**src/rtl/xor_stream_scrambler_pkg.sv**
```systemverilog
// Shared types, defaults and LFSR helpers for the XOR stream scrambler.
// Optional parity output is enabled with the XSCR_PARITY_EN macro.
package xscr_pkg;

    localparam int unsigned XSCR_W    = 8;
    localparam logic [7:0]  XSCR_MASK = 8'hB8;
    localparam logic [7:0]  XSCR_SEED = 8'h01;

    typedef logic [XSCR_W-1:0] xscr_word_t;

    typedef struct packed {
        xscr_word_t data;
        logic       last;
    } xscr_beat_t;

    // Galois step: shift right, fold the mask in when a 1 falls out of bit 0.
    function automatic xscr_word_t lfsr_next(input xscr_word_t state, input xscr_word_t mask);
        return (state >> 1) ^ (state[0] ? mask : '0);
    endfunction

    // An all-zero state would lock the LFSR, so a zero seed becomes 1.
    function automatic xscr_word_t legal_seed(input xscr_word_t seed);
        return (seed == '0) ? xscr_word_t'(1) : seed;
    endfunction

endpackage

```
**src/rtl/xor_stream_scrambler_if.sv**
```systemverilog
// Valid/ready beat stream carrying data and an end-of-packet flag.
// Used for both the upstream and downstream side of the scrambler.
interface xor_stream_scrambler_if #(
    parameter int unsigned WIDTH = 8
);
    logic             valid;
    logic             ready;
    logic [WIDTH-1:0] data;
    logic             last;

    modport master (
        output valid,
        output data,
        output last,
        input  ready
    );

    modport slave (
        input  valid,
        input  data,
        input  last,
        output ready
    );
endinterface

```
**src/rtl/xor_stream_scrambler_lfsr.sv**
```systemverilog
// Keystream register: Galois LFSR that steps per accepted beat and reloads
// the seed at packet boundaries.
module xscr_lfsr
    import xscr_pkg::*;
#(
    parameter int unsigned      WIDTH = XSCR_W,
    parameter logic [XSCR_W-1:0] SEED = XSCR_SEED,
    parameter logic [XSCR_W-1:0] MASK = XSCR_MASK
) (
    input  logic             clk,
    input  logic             reset,
    input  logic             step,
    input  logic             reload,
    output logic [WIDTH-1:0] state
);

    always_ff @(posedge clk or posedge reset) begin
        if (reset) begin
            state <= legal_seed(SEED);
        end else if (reload) begin
            state <= legal_seed(SEED);
        end else if (step) begin
            state <= lfsr_next(state, MASK);
        end
    end

endmodule

```
**src/rtl/xor_stream_scrambler.sv**
```systemverilog
// Single-register streaming stage that XORs each accepted beat with an LFSR
// keystream; XSCR_PARITY_EN adds a registered parity bit of the output beat.
module xor_stream_scrambler
    import xscr_pkg::*;
#(
    parameter int unsigned       WIDTH = XSCR_W,
    parameter logic [XSCR_W-1:0] SEED  = XSCR_SEED,
    parameter logic [XSCR_W-1:0] MASK  = XSCR_MASK
) (
    input  logic                    clk,
    input  logic                    reset,
    xor_stream_scrambler_if.slave   in_bus,
    xor_stream_scrambler_if.master  out_bus,
    output logic [15:0]             beat_count
`ifdef XSCR_PARITY_EN
    ,
    output logic                    out_parity
`endif
);

    logic             accept;
    logic             out_valid_q;
    xscr_beat_t       beat_q;
    logic [WIDTH-1:0] keystream;
    logic [WIDTH-1:0] scrambled;

    xscr_lfsr #(
        .WIDTH (WIDTH),
        .SEED  (SEED),
        .MASK  (MASK)
    ) u_lfsr (
        .clk    (clk),
        .reset  (reset),
        .step   (accept),
        .reload (accept && in_bus.last),
        .state  (keystream)
    );

    // Ready whenever the register is empty or being drained this cycle.
    assign in_bus.ready = !out_valid_q || out_bus.ready;
    assign accept       = in_bus.valid && in_bus.ready;
    assign scrambled    = in_bus.data ^ keystream;

    always_ff @(posedge clk or posedge reset) begin
        if (reset) begin
            out_valid_q <= 1'b0;
            beat_q      <= '0;
        end else if (accept) begin
            out_valid_q <= 1'b1;
            beat_q.data <= scrambled;
            beat_q.last <= in_bus.last;
        end else if (out_bus.ready) begin
            out_valid_q <= 1'b0;
        end
    end

    always_ff @(posedge clk or posedge reset) begin
        if (reset) begin
            beat_count <= '0;
        end else if (accept) begin
            beat_count <= beat_count + 16'd1;
        end
    end

`ifdef XSCR_PARITY_EN
    always_ff @(posedge clk or posedge reset) begin
        if (reset) begin
            out_parity <= 1'b0;
        end else if (accept) begin
            out_parity <= ^scrambled;
        end
    end
`endif

    assign out_bus.valid = out_valid_q;
    assign out_bus.data  = beat_q.data;
    assign out_bus.last  = beat_q.last;

endmodule

```
**src/flat_wrapper.sv**
```systemverilog
// flat-port wrapper written by rule: the top's interface ports become plain ports
module xor_stream_scrambler_flat import xscr_pkg::*;
#(
    parameter int unsigned       WIDTH = XSCR_W,
    parameter logic [XSCR_W-1:0] SEED  = XSCR_SEED,
    parameter logic [XSCR_W-1:0] MASK  = XSCR_MASK
)
  (clk, reset, beat_count, in_bus_valid, in_bus_data, in_bus_last, in_bus_ready, out_bus_valid, out_bus_data, out_bus_last, out_bus_ready);
  xor_stream_scrambler_if #(.WIDTH(WIDTH)) in_bus_i ();
  xor_stream_scrambler_if #(.WIDTH(WIDTH)) out_bus_i ();
  input  logic clk;
  input  logic reset;
  output logic [15:0] beat_count;
  input wire logic [$bits(in_bus_i.valid)-1:0] in_bus_valid;
  input wire logic [$bits(in_bus_i.data)-1:0] in_bus_data;
  input wire logic [$bits(in_bus_i.last)-1:0] in_bus_last;
  output wire logic [$bits(in_bus_i.ready)-1:0] in_bus_ready;
  output wire logic [$bits(out_bus_i.valid)-1:0] out_bus_valid;
  output wire logic [$bits(out_bus_i.data)-1:0] out_bus_data;
  output wire logic [$bits(out_bus_i.last)-1:0] out_bus_last;
  input wire logic [$bits(out_bus_i.ready)-1:0] out_bus_ready;
  assign in_bus_i.valid = in_bus_valid;
  assign in_bus_i.data = in_bus_data;
  assign in_bus_i.last = in_bus_last;
  assign in_bus_ready = in_bus_i.ready;
  assign out_bus_valid = out_bus_i.valid;
  assign out_bus_data = out_bus_i.data;
  assign out_bus_last = out_bus_i.last;
  assign out_bus_i.ready = out_bus_ready;
  xor_stream_scrambler #(.WIDTH(WIDTH), .SEED(SEED), .MASK(MASK)) u_core (.clk(clk), .reset(reset), .in_bus(in_bus_i), .out_bus(out_bus_i), .beat_count(beat_count));
endmodule
```
**config.mk**
```make
export PLATFORM = sky130hd
export DESIGN_NAME = xor_stream_scrambler_flat
export DESIGN_NICKNAME = d
export VERILOG_FILES = /design/src/rtl/xor_stream_scrambler_pkg.sv /design/src/rtl/xor_stream_scrambler_if.sv /design/src/rtl/xor_stream_scrambler_lfsr.sv /design/src/rtl/xor_stream_scrambler.sv /design/src/flat_wrapper.sv
export SDC_FILE = /design/constraint.sdc
export NUM_CORES = 1
export LEC_CHECK = 0
export CAP_MARGIN = 20
export CORE_ASPECT_RATIO = 1.5
export CORE_UTILIZATION = 40
export CTS_CLUSTER_SIZE = 14
export DETAILED_ROUTE_END_ITERATION = 8
export HOLD_SLACK_MARGIN = 0.03
export PLACE_DENSITY = 0.71
export SETUP_SLACK_MARGIN = 0.3
export SLEW_MARGIN = 20
export SYNTH_ARGS = -nofsm -noshare
export SYNTH_HDL_FRONTEND = slang
export SYNTH_SLANG_ARGS = --single-unit
```
**constraint.sdc**
```tcl
create_clock -name clk -period 2.31 [get_ports clk]
set_input_delay 0.231 -clock clk [delete_from_list [all_inputs] [get_ports clk]]
set_output_delay 0.231 -clock clk [all_outputs]
set_load 0.02 [all_outputs]
```
# Yosys cells after proc, flatten, opt, wreduce, memory -nomap -nowiden
# Cells that the tools add are included.
[totals] reg_bits=34 in_bits=13 out_inout_bits=27 wordCells=19
[op_classes] add_sub_neg=1 n_mux=5 n_bitwise=2 reduce_logical=6
[op_table] op="$mux W8" count=3
[op_table] op="$add A16 B1 Y16 const B" count=1
[op_table] op="$xor A7 B8 Y8" count=1
[op_table] op="$xor A8 B8 Y8" count=1
[op_table] op="$reduce_bool A2 Y1" count=2
[op_table] op="$logic_and A1 B1 Y1" count=2
[op_table] op="$mux W1" count=2
[op_table] op="$logic_not A1 Y1" count=1
[op_table] op="$logic_or A1 B1 Y1" count=1

# Longest topological paths before layout
# Gate-level depths: netlist (run 1).
[depth] ltp_word=5 depth_mapped=6 depth_no_buf=5

# By module
# From an unflattened synthesis (run 1), not the netlist that was laid out.
[unflattened] cells_unflattened=133 hier_area_um2=1514.0
[by_module_without_submodules] module="xor_stream_scrambler" instances=1 cells_each=103 area_each_um2=1162.4 seq_area_each_um2=650.6
[by_module_without_submodules] module="xscr_lfsr" instances=1 cells_each=30 area_each_um2=351.6 seq_area_each_um2=201.4

# Worst setup path after synthesis (run 1)
# Ideal clock, no wire load.
[synth_path] path_type="flip-flop to flip-flop" start="reg u_core.beat_count[0]" end="reg u_core.beat_count[14]" setup_time_ns=0.080 t_arrival_ns=1.288 required_time_ns=2.230 setup_slack_ns=0.943 path_stages_with_launch=6 path_buffers=0 period_less_slack_ns=1.367 cell_sequence="dfrtp_1 > ha_1 > and2_1 > nand3_1 > nor3_2 > xor2_1"
[synth_via] elab_chain_cells=1
[synth_lines] element="from (decl)" line="xor_stream_scrambler.sv:14" text="output logic [15:0] beat_count"
[synth_lines] element="from (signal assigned)" line="xor_stream_scrambler.sv:61" text="beat_count <= beat_count + 16'd1;"
[synth_lines] element="$add A16 B1 Y16" line="xor_stream_scrambler.sv:61"
# No other way between the ends.
# A chain may end at the register's enable or synchronous reset.

# Worst setup path after layout (run 1)
[layout_path] start="in out_bus_ready" end="out in_bus_ready"
[layout_via] elab_chain_cells=1
[layout_lines] element="from (decl)" line="flat_wrapper.sv:21" text="input wire logic [$bits(out_bus_i.ready)-1:0] out_bus_ready;"
[layout_lines] element="$logic_or A1 B1 Y1" line="xor_stream_scrambler.sv:40" text="assign in_bus.ready = !out_valid_q || out_bus.ready;"
[layout_lines] element="to (decl)" line="flat_wrapper.sv:17" text="output wire logic [$bits(in_bus_i.ready)-1:0] in_bus_ready;"
# No other way between the ends.

==> qor.csv, run 1 <==
stage,metric,value,unit
timing,Fin. Hold Viols,0,
timing,clk_skew,0.00188,ns
place,HPWL after DPL,2130,µm
timing,Slew Limit Fails,0,
drt,final wirelength,2870,µm
synthesis,Simple-Gate Fraction of Synth Area,19.5,%
worst_setup_path,CP max stage cell,clkdlybuf4s50_1,
clock_network,clk_lat worst skew,0.29,ns
synthesis,Compound-Gate Fraction of Synth Area,5.69,%
final_layout,fraction of layout instances using a drive strength above 1,12.2,%
status,outcome,"finished, final reports clean",
drt,WL/cell,12.8,µm
floorplanning,core area,3680,µm²
synthesis,post-synthesis instance area,1540,µm²
synthesis,warnings from Yosys,0,
worst_setup_path,Reg-to-Reg Start,u_core.out_bus.valid$_DFFE_PP0P_,
worst_setup_path,WS Path Type,in -> out,
clock_network,"Reg clk slew, reported paths",0.06,ns
global_routing,grt total ovfl,0,
worst_setup_path,crit path launch,out_bus_ready,
synthesis,Seq cells post-synth,34,
drt,"antenna viol nets, final",0,
drt,DR vias/cell,4.97,
timing,Final WS setup,0.441,ns
final_layout,antenna cells,0,
timing,final setup fails,0,
synthesis,post-synthesis adder-cell area fraction,0.813,%
timing,Worst-Margin Slew,0.417,ns
synthesis,distinct cell type count after synthesis,27,
pwr,Clock power frac,27.9,%
worst_setup_path,"Largest stage delay, worst path",0.67,ns
floorplanning,io pins,40,
clock_network,CTS Sinks,34,
floorplanning,die height,78.0,µm
clock_network,CTS resizes,0,
worst_setup_path,RR Endpoint,u_core.u_lfsr.state[1]$_DFFE_PP0P_,
clock_network,Max clock buf depth,2,
pwr,NetSw,0.000556,W
synthesis,post-synthesis mux area share,1.46,%
timing,hold_ws,0.328,ns
global_routing,Tot GR Track Use,16.4,%
worst_setup_path,crit path max fanout,8,
worst_setup_path,Worst Path Arrival,1.64,ns
floorplanning,total die area,4100,µm²
final_layout,final net count,194,
pwr,PD cells,879,nW/µm²
pwr,Lkg Pwr,0.905,nW
worst_setup_path,Reg2Reg Setup Slack,0.81,ns
drt,1st-pass router iterations,3,
global_routing,largest net degree at the start of global routing,35,
pwr,Tot Pwr,0.00183,W
worst_setup_path,startpoint types,input pin,
place,Buffers on Ports,39,
timing,RSZ-0062 raised after global routing,no,
timing,fin crit share,80.9,%
drt,DRC violations left,0,
drt,total number of vias,1113,
pwr,sw frac,30.5,%
worst_setup_path,crit path capture type,output port,
worst_setup_path,R2R depth,4,
timing,setup_tns,0,ns
floorplanning,Die X,52.6,µm
clock_network,CTS root buf,clkbuf_8,
synthesis,Post-Synth XOR/XNOR Area,14.8,%
clock_network,CTS buffer count,5,
synthesis,synthesized instance count,139,
final_layout,P&R area growth vs syn,34.9,%
drt,Initial DRC Count,18,
clock_network,post-CTS setup repair buffer count,0,
timing,post-layout min period,1.87,ns
global_routing,wire length of the first global-routing pass,4830,µm
pwr,sequential share of power,44.1,%
pwr,Comb power frac,27.9,%
timing,Max Clk Rate,535,MHz
hold_path,HP Class,in -> async,
place,Place WS,0.440,ns
clock_network,CTS tree,yes,
worst_setup_path,"critical path, cell by cell",clkdlybuf4s50_1 > nand2b_1 > clkdlybuf4s50_1,
worst_setup_path,most frequent CP cell,clkdlybuf4s50_1,
synthesis,syn nets,153,
synthesis,main combinational cell family by area after synthesis,simple AND/OR/NAND/NOR gates,
global_routing,initial antenna violation count,0,
place,Placer Congestion,0.707,
pwr,Internal,0.00127,W
worst_setup_path,"Req. time, crit path",2.08,ns
global_routing,vias in the first global route,1097,
clock_network,hold buffer count at CTS,0,
floorplanning,Initial Util,41.8,%
timing,slew margin rel.,72.2,%
synthesis,sequential fraction of the synthesis area,55.4,%
synthesis,syn avg cell area,11.1,µm²
clock_network,H-Tree Depth,2,
pwr,Max VDD drop,0.000520,V
floorplanning,row count,27,
job,Max-Cap Viols,0,
worst_setup_path,crit path to,in_bus_ready,
## cell families after synthesis
logic type               count (synthesis)
flip-flops                              34
AND/OR/NAND/NOR                         52
XOR/XNOR                                26
AO/OA/AOI/OAI                           16
multiplexers                             2
buffers and inverters                    8
adder cells (fa/ha/maj)                  1
## critical path: cells and delay by family
family | cells | cell delay (ns)
AND/OR/NAND/NOR | 1 | 0.29
buffers and inverters | 2 | 1.12
## power groups by stage
stage                     Combinational, W  Clock, W  Sequential, W
final                             0.000510  0.000510       0.000806
after global routing              0.000551  0.000548       0.000821
after CTS                         0.000519  0.000529       0.000808
after detailed placement          0.000518         0       0.000816
after global placement            0.000506         0       0.000813
after floorplan                   0.000196         0       0.000897
## worst min path at each step
stage / to / slack [ns] / depth (start not counted)
finish: u_core.beat_count[8]$_DFFE_PP0P_ / 0.33 / 3
floorplan: u_core.beat_count[0]$_DFFE_PP0P_ / 0.37 / 1
global route: u_core.beat_count[6]$_DFFE_PP0P_ / 0.40 / 3
CTS: u_core.beat_count[7]$_DFFE_PP0P_ / 0.34 / 3
detailed placement: u_core.beat_count[15]$_DFFE_PP0P_ / 0.46 / 1
global placement: u_core.beat_count[15]$_DFFE_PP0P_ / 0.46 / 1
## cells in the final DEF (no fill, tap or decap), types with 2 or more instances in the layout
cell,instances
buf_4,2
mux2_2,2
nor2_1,6
clkbuf_8,8
nand2_1,21
dfrtp_1,33
nand2b_1,6
nand4_1,3
clkdlybuf4s50_1,39
xnor2_1,16
o31ai_1,3
nor3_2,4
xor2_1,10
o21ai_0,13
nand3_1,4
## synthesized netlist by cell type, drive strengths merged
library cell | count | area (µm²)
xnor2 | 16 | 140
nand2 | 22 | 85.1
and2 | 1 | 6.26
buf | 5 | 25.0
nand4 | 4 | 40.0
o21ai | 13 | 65.1
dfstp | 1 | 26.3
nor3b | 1 | 12.5
clkbuf | 2 | 7.51
nand3 | 5 | 30.0
o31ai | 3 | 22.5
nor2 | 6 | 22.5
mux2 | 2 | 22.5
xor2 | 10 | 87.6
nor3 | 4 | 40.0
inv | 1 | 3.75
and3 | 2 | 17.5
dfrtp | 33 | 826
and4 | 1 | 8.76
ha | 1 | 12.5
nand2b | 6 | 37.5
## layout make-up
| class | count | area [µm²] |
|---|---|---|
| well taps | 43 | 53.8 |
| inverters | 1 | 3.75 |
| fillers | 331 | 1610 |
| repair buffers | 41 | 405 |
| clock buffers | 8 | 110 |
| multi-input cells | 97 | 651 |
| flip-flops and latches | 34 | 852 |
## sequential cells by signal, summed over array words and instances (netlist names)
register,cells
u_core.out_bus.valid,1
u_core.out_bus.data,8
u_core.out_bus.last,1
u_core.beat_count,16
u_core.u_lfsr.state,8
## through the flow
| stage | util [%] | area, µm² | std cells |
|---|---|---|---|
| finish | 56.4 | 2080 | 224 |
| global route | 56.4 | 2080 | 224 |
| CTS | 56.4 | 2080 | 224 |
| detailed placement | 53.4 | 1970 | 216 |
| global placement | 53.4 | 1970 | 216 |
| floorplan | - | 1540 | 139 |
## routing by layer
metal / vias to the layer above / track usage, % / part of all wire [%] / wire (µm)
li1: 537 / - / - / -
met1: 540 / 16.6 / 40 / 1150
met2: 32 / 28.7 / 54 / 1550
met3: 4 / 5.49 / 4.2 / 121
met4: 0 / 7.89 / 1.6 / 46
met5: - / 0 / 0 / 0
Power figures use the tool's default switching activity.
==> run 2, diff against run 1 <==
==> constraint.sdc (replaced) <==
create_clock -name clk -period 1.76 [get_ports clk]
set_input_delay 0.176 -clock clk [delete_from_list [all_inputs] [get_ports clk]]
set_output_delay 0.176 -clock clk [all_outputs]
set_load 0.02 [all_outputs]
==> qor.csv, run 2 (same netlist as run 1, synthesis figures left out) <==
stage,metric,value,unit,change
status,outcome,"finished, final reports clean",,
timing,RSZ-0062 raised after global routing,no,,
timing,Slew Limit Fails,0,,unchanged
timing,Max Clk Rate,711,MHz,
final_layout,antenna cells,0,,unchanged
final_layout,fraction of layout instances using a drive strength above 1,14.5,%,+2.4 points
worst_setup_path,startpoint types,flip-flop,,
place,Buffers on Ports,39,,unchanged
worst_setup_path,"delay-heaviest family, CP",buffers and inverters,,
final_layout,highest-count cells in the layout ignoring fill and taps,"dfrtp_1, nand2_1, clkdlybuf4s50_1",,
clock_network,CTS Sinks,34,,unchanged
clock_network,CTS buffer count,5,,unchanged
drt,1st-pass router iterations,5,,+2
timing,final setup fails,0,,unchanged
global_routing,vias in the first global route,1168,,+6.5%
clock_network,H-Tree Depth,2,,unchanged
floorplanning,io pins,40,,unchanged
worst_setup_path,"critical path, cell by cell",clkdlybuf4s50_1,,
worst_setup_path,"Largest stage delay, worst path",0.60,ns,-0.07 ns
clock_network,CTS tree,yes,,
worst_setup_path,sum of buffers and inverters on the critical path,1,,-1
worst_setup_path,WS Path Type,reg -> out,,
clock_network,hold buffer count at CTS,0,,unchanged
timing,clk_skew,0.00932,ns,+0.00744 ns
worst_setup_path,"Req. time, crit path",1.58,ns,-0.50 ns
floorplanning,row count,27,,unchanged
drt,WL/cell,12.9,µm,+0.54%
worst_setup_path,crit path capture type,output port,,
timing,post-layout min period,1.41,ns,
final_layout,max reg flops,16,,unchanged
job,Max-Cap Viols,0,,unchanged
timing,fin crit share,79.9,%,
final_layout,P&R area growth vs syn,37.4,%,
drt,total number of vias,1119,,+0.54%
worst_setup_path,Reg2Reg Setup Slack,0.40,ns,-0.41 ns
place,Placed Cells,218,,+0.93%
clock_network,clk_lat worst skew,0.28,ns,about the same
worst_setup_path,crit path launch,u_core.out_bus.data[4]$_DFFE_PP0P_,,
clock_network,Max clock buf depth,2,,unchanged
global_routing,Tot GR Track Use,16.5,%,+0.098 points
pwr,PD cells,1140,nW/µm²,+30%
final_layout,"most common cell after layout, fill and taps aside",dfrtp_1,,
pwr,Lkg Pwr,1.06,nW,+17%
timing,Worst-Margin Slew,0.421,ns,+0.00405 ns
pwr,Max VDD drop,0.000881,V,+69%
floorplanning,Initial Util,41.8,%,unchanged
floorplanning,core area,3680,µm²,unchanged
place,Placer Congestion,0.679,,-4.0%
timing,setup_tns,0,ns,unchanged
worst_setup_path,Reg-to-Reg Start,u_core.out_bus.valid$_DFFE_PP0P_,,
final_layout,Filler cells,325,,-1.8%
worst_setup_path,crit path max fanout,2,,-6
global_routing,largest net degree at the start of global routing,35,,unchanged
final_layout,register area,852,µm²,unchanged
floorplanning,die height,78.0,µm,unchanged
drt,Initial DRC Count,16,,-2
global_routing,initial antenna violation count,0,,unchanged
timing,slew margin rel.,72.0,%,-0.27 points
place,HPWL after DPL,2180,µm,+2.5%
floorplanning,Die X,52.6,µm,unchanged
drt,final wirelength,2950,µm,+2.8%
final_layout,final net count,199,,+2.6%
hold_path,HP Class,in -> async,,
timing,hold_ws,0.274,ns,-0.0541 ns
global_routing,grt total ovfl,0,,unchanged
final_layout,Finished Layout Cells,229,,+2.2%
final_layout,biggest regs,"u_core.beat_count (16), u_core.out_bus.data (8), u_core.u_lfsr.state (8)",,
final_layout,"Most flops, register",u_core.beat_count,,
clock_network,"Reg clk slew, reported paths",0.07,ns,about the same
pwr,Tot Pwr,0.00242,W,+32%
worst_setup_path,Worst Path Arrival,1.23,ns,-0.41 ns
timing,Fin. Hold Viols,0,,unchanged
global_routing,wire length of the first global-routing pass,5100,µm,+5.6%
drt,DRC violations left,0,,unchanged
final_layout,area occupied by multi-input gates,662,µm²,+1.7%
clock_network,CTS root buf,clkbuf_8,,
drt,DR vias/cell,4.89,,-1.7%
floorplanning,total die area,4100,µm²,unchanged
worst_setup_path,CP max stage cell,clkdlybuf4s50_1,,
drt,"antenna viol nets, final",0,,unchanged
==> run 2: worst paths after layout <==
check	end	cells after the start
max in group asynchronous	u_core.u_lfsr.state[0]$_DFFE_PP1P_	3
min in group clk	u_core.beat_count[15]$_DFFE_PP0P_	1
setup / recovery	out_bus_data[4]	1
hold reg to reg	u_core.beat_count[15]$_DFFE_PP0P_	1
setup reg to reg	u_core.beat_count[11]$_DFFE_PP0P_	5
hold / removal	u_core.beat_count[8]$_DFFE_PP0P_	3
==> run 2: per-stage QoR <==
stage	utilization [%]	area, µm²	worst slack (ns)
4_1_cts	56.2	2070	0.308
2_1_floorplan	-	1540	0.393
3_3_place_gp	53.8	1980	0.160
3_5_place_dp	53.8	1980	0.122
5_1_grt	57.4	2110	0.303
6_report	57.4	2110	0.353
==> run 2: power breakdown <==
part / internal (W) / switching [W] / leakage, nW / total [W]
Sequential: 0.000921 / 0.000132 / 0.438 / 0.00105
Clock: 0.000424 / 0.000267 / 0.0524 / 0.000690
Combinational: 0.000340 / 0.000334 / 0.572 / 0.000673
Total: 0.00168 / 0.000732 / 1.06 / 0.00242
==> run 2: cell type report <==
cell class,count,area share [%]
Clock inverter,1,1.42
Inverter,1,0.178
Multi-Input combinational cell,97,31.3
Sequential cell,34,40.3
Tap cell,43,2.54
Timing Repair Buffer,46,20.7
Clock buffer,7,3.61
==> run 2: metal layers <==
layer | wire length [µm] | global-route usage (%)
met5 | 0 | 0
met4 | 30 | 4.74
met3 | 143 | 5.88
met2 | 1590 | 29.0
met1 | 1190 | 18.0
==> run 2: timing repair <==
item	in CTS	in global routing
setup buffers	0	3
setup endpoints to repair	15	9
pin swaps	0	3
gates resized for setup	15	8
==> run 3, diff against run 2 <==
--- a/config.mk
+++ b/config.mk
@@ -11,7 +11,7 @@
 export CTS_CLUSTER_SIZE = 14
 export DETAILED_ROUTE_END_ITERATION = 8
 export HOLD_SLACK_MARGIN = 0.03
-export PLACE_DENSITY = 0.71
+export PLACE_DENSITY = 0.73
 export SETUP_SLACK_MARGIN = 0.3
 export SLEW_MARGIN = 20
 export SYNTH_ARGS = -nofsm -noshare
==> constraint.sdc (replaced) <==
create_clock -name clk -period 1.2 [get_ports clk]
set_input_delay 0.12 -clock clk [delete_from_list [all_inputs] [get_ports clk]]
set_output_delay 0.12 -clock clk [all_outputs]
set_load 0.02 [all_outputs]
==> qor.csv, run 3 (same netlist as run 1, synthesis figures left out) <==
stage,metric,value,unit,change
status,outcome,"complete, but fails checks",,
status,failing checks,setup timing,,
drt,DRC violations left,0,,unchanged
timing,slew margin rel.,79.7,%,+7.8 points
worst_setup_path,"Largest stage delay, worst path",0.37,ns,-0.23 ns
timing,clk_skew,0.00533,ns,-0.00399 ns
floorplanning,total die area,4100,µm²,unchanged
worst_setup_path,Worst Path Arrival,1.50,ns,+0.27 ns
timing,Worst-Margin Slew,0.303,ns,-0.117 ns
clock_network,CTS Sinks,34,,unchanged
worst_setup_path,RR Endpoint,u_core.beat_count[14]$_DFFE_PP0P_,,
final_layout,max reg flops,16,,unchanged
global_routing,Tot GR Track Use,20.5,%,+3.9 points
worst_setup_path,crit path max fanout,6,,+4
worst_setup_path,Reg-to-Reg Start,u_core.beat_count[3]$_DFFE_PP0P_,,
place,Placed Area,2130,µm²,+7.5%
final_layout,register area,862,µm²,+1.2%
global_routing,"Most Used Layer, Global Route",met2,,
worst_setup_path,crit path launch,u_core.beat_count[3]$_DFFE_PP0P_,,
worst_setup_path,"delay-heaviest family, CP",simple AND/OR/NAND/NOR gates,,
global_routing,GR Layer Usage met3,4.71,%,-1.2 points
timing,final setup fails,8,,+8
timing,Final WS setup,-0.0991,ns,-0.452 ns
worst_setup_path,"critical path, cell by cell",and3_4 > nand4_4 > nor3_2 > xor2_1,,
floorplanning,core area,3680,µm²,unchanged
worst_setup_path,sum of buffers and inverters on the critical path,0,,-1
hold_path,HP Class,in -> async,,
worst_setup_path,CP max stage cell,dfrtp_2,,
global_routing,initial antenna violation count,0,,unchanged
floorplanning,io pins,40,,unchanged
drt,total number of vias,1286,,+15%
timing,Slew Limit Fails,0,,unchanged
drt,"antenna viol nets, final",0,,unchanged
pwr,Max VDD drop,0.00122,V,+39%
final_layout,final net count,235,,+18%
drt,final wirelength,3830,µm,+30%
timing,RSZ-0062 raised after global routing,yes,,
floorplanning,Die X,52.6,µm,unchanged
clock_network,clk_lat worst skew,0.28,ns,about the same
timing,Max Clk Rate,770,MHz,
job,Max-Cap Viols,0,,unchanged
final_layout,"most common cell after layout, fill and taps aside",buf_6,,
worst_setup_path,R2R depth,4,,-1
clock_network,CTS tree,yes,,
clock_network,CTS root buf,clkbuf_8,,
final_layout,Filler cells,283,,-13%
global_routing,met2 Use GR,37.6,%,+8.6 points
timing,Fin. Hold Viols,0,,unchanged
worst_setup_path,crit path capture type,flip-flop,,
drt,Initial DRC Count,31,,+15
final_layout,fraction of layout instances using a drive strength above 1,48.2,%,+34 points
pwr,PD cells,1610,nW/µm²,+41%
pwr,Lkg Pwr,1.20,nW,+13%
floorplanning,row count,27,,unchanged
floorplanning,Initial Util,41.8,%,unchanged
clock_network,CTS buffer count,5,,unchanged
place,Placer Congestion,0.730,,+7.5%
final_layout,biggest regs,"u_core.beat_count (16), u_core.out_bus.data (8), u_core.u_lfsr.state (8)",,
global_routing,GRT met1 Usage,20.9,%,+2.9 points
worst_setup_path,WS Path Type,reg -> reg,,
worst_setup_path,Levels on crit path,4,,+3
place,Buffers on Ports,39,,unchanged
drt,DR vias/cell,4.85,,-0.69%
worst_setup_path,"Req. time, crit path",1.40,ns,-0.18 ns
clock_network,H-Tree Depth,2,,unchanged
final_layout,area occupied by multi-input gates,728,µm²,+10%
worst_setup_path,startpoint types,flip-flop,,
drt,1st-pass router iterations,4,,-1
final_layout,highest-count cells in the layout ignoring fill and taps,"buf_6, buf_4, dfrtp_1",,
final_layout,"Design Area, Final",2550,µm²,+21%
final_layout,P&R area growth vs syn,65.9,%,
timing,fin crit share,108,%,
drt,WL/cell,14.4,µm,+12%
place,HPWL after DPL,2380,µm,+9.3%
clock_network,"Reg clk slew, reported paths",0.07,ns,about the same
place,Place WS,-0.336,ns,-0.457 ns
final_layout,"Most flops, register",u_core.beat_count,,
clock_network,Max clock buf depth,2,,unchanged
pwr,Tot Pwr,0.00410,W,+70%
global_routing,largest net degree at the start of global routing,35,,unchanged
global_routing,wire length of the first global-routing pass,6090,µm,+19%
timing,post-layout min period,1.30,ns,
final_layout,antenna cells,0,,unchanged
worst_setup_path,Reg2Reg Setup Slack,-0.1,ns,-0.50 ns
timing,hold_ws,0.171,ns,-0.104 ns
global_routing,grt total ovfl,0,,unchanged
global_routing,vias in the first global route,1346,,+15%
floorplanning,die height,78.0,µm,unchanged
[run 3: how the worst max path moves through the flow]
stage	end	slack, ns
floorplan	u_core.beat_count[8]$_DFFE_PP0P_	-0.03
global placement	in_bus_ready	-0.27
detailed placement	u_core.beat_count[11]$_DFFE_PP0P_	-0.34
CTS	u_core.beat_count[10]$_DFFE_PP0P_	-0.06
global route	u_core.beat_count[10]$_DFFE_PP0P_	-0.16
finish	u_core.beat_count[14]$_DFFE_PP0P_	-0.1
[run 3: cell type report]
class,count,area share [%]
well taps,43,2.11
multi-input cells,97,28.5
clock inverters,1,0.196
clock buffers,7,3.38
repair buffers,82,31.9
inverters,1,0.147
flip-flops and latches,34,33.8
[run 3: worst min-delay path, cell delays in order]
cell	delay [ns]
clkdlybuf4s50_1	0.39
inv_1	0.09
buf_12	0.21
[run 3: power breakdown]
part	leakage (nW)	switching, W	internal (W)
registers	0.429	0.000192	0.00137
logic	0.727	0.000699	0.000975
clock network	0.0482	0.000405	0.000463
[run 3: layer usage]
metal  up-vias  share of wire, %
met1       619                37
li1        619                 -
met2        40                58
met5         -                 0
met4         0               1.9
met3         8               3.6
[run 3: through the flow]
| stage | TNS [ns] | utilization, % | cells |
|---|---|---|---|
| after CTS | -0.292 | 67.1 | 257 |
| after global routing | -1.15 | 69.3 | 265 |
| after floorplan | -0.291 | - | 139 |
| after detailed placement | -7.50 | 57.8 | 230 |
| final | -0.381 | 69.3 | 265 |
| after global placement | -6.74 | 57.8 | 230 |
[run 3: what timing repair did]
item / CTS / global route
hold endpoints to repair: 0 / 0
pin swaps: 17 / 9
endpoints found under the setup margin: 60 / 61
buffers inserted: 19 / 8
gates resized for setup: 174 / 10
hold buffers: 0 / 0
gates cloned: 0 / 0
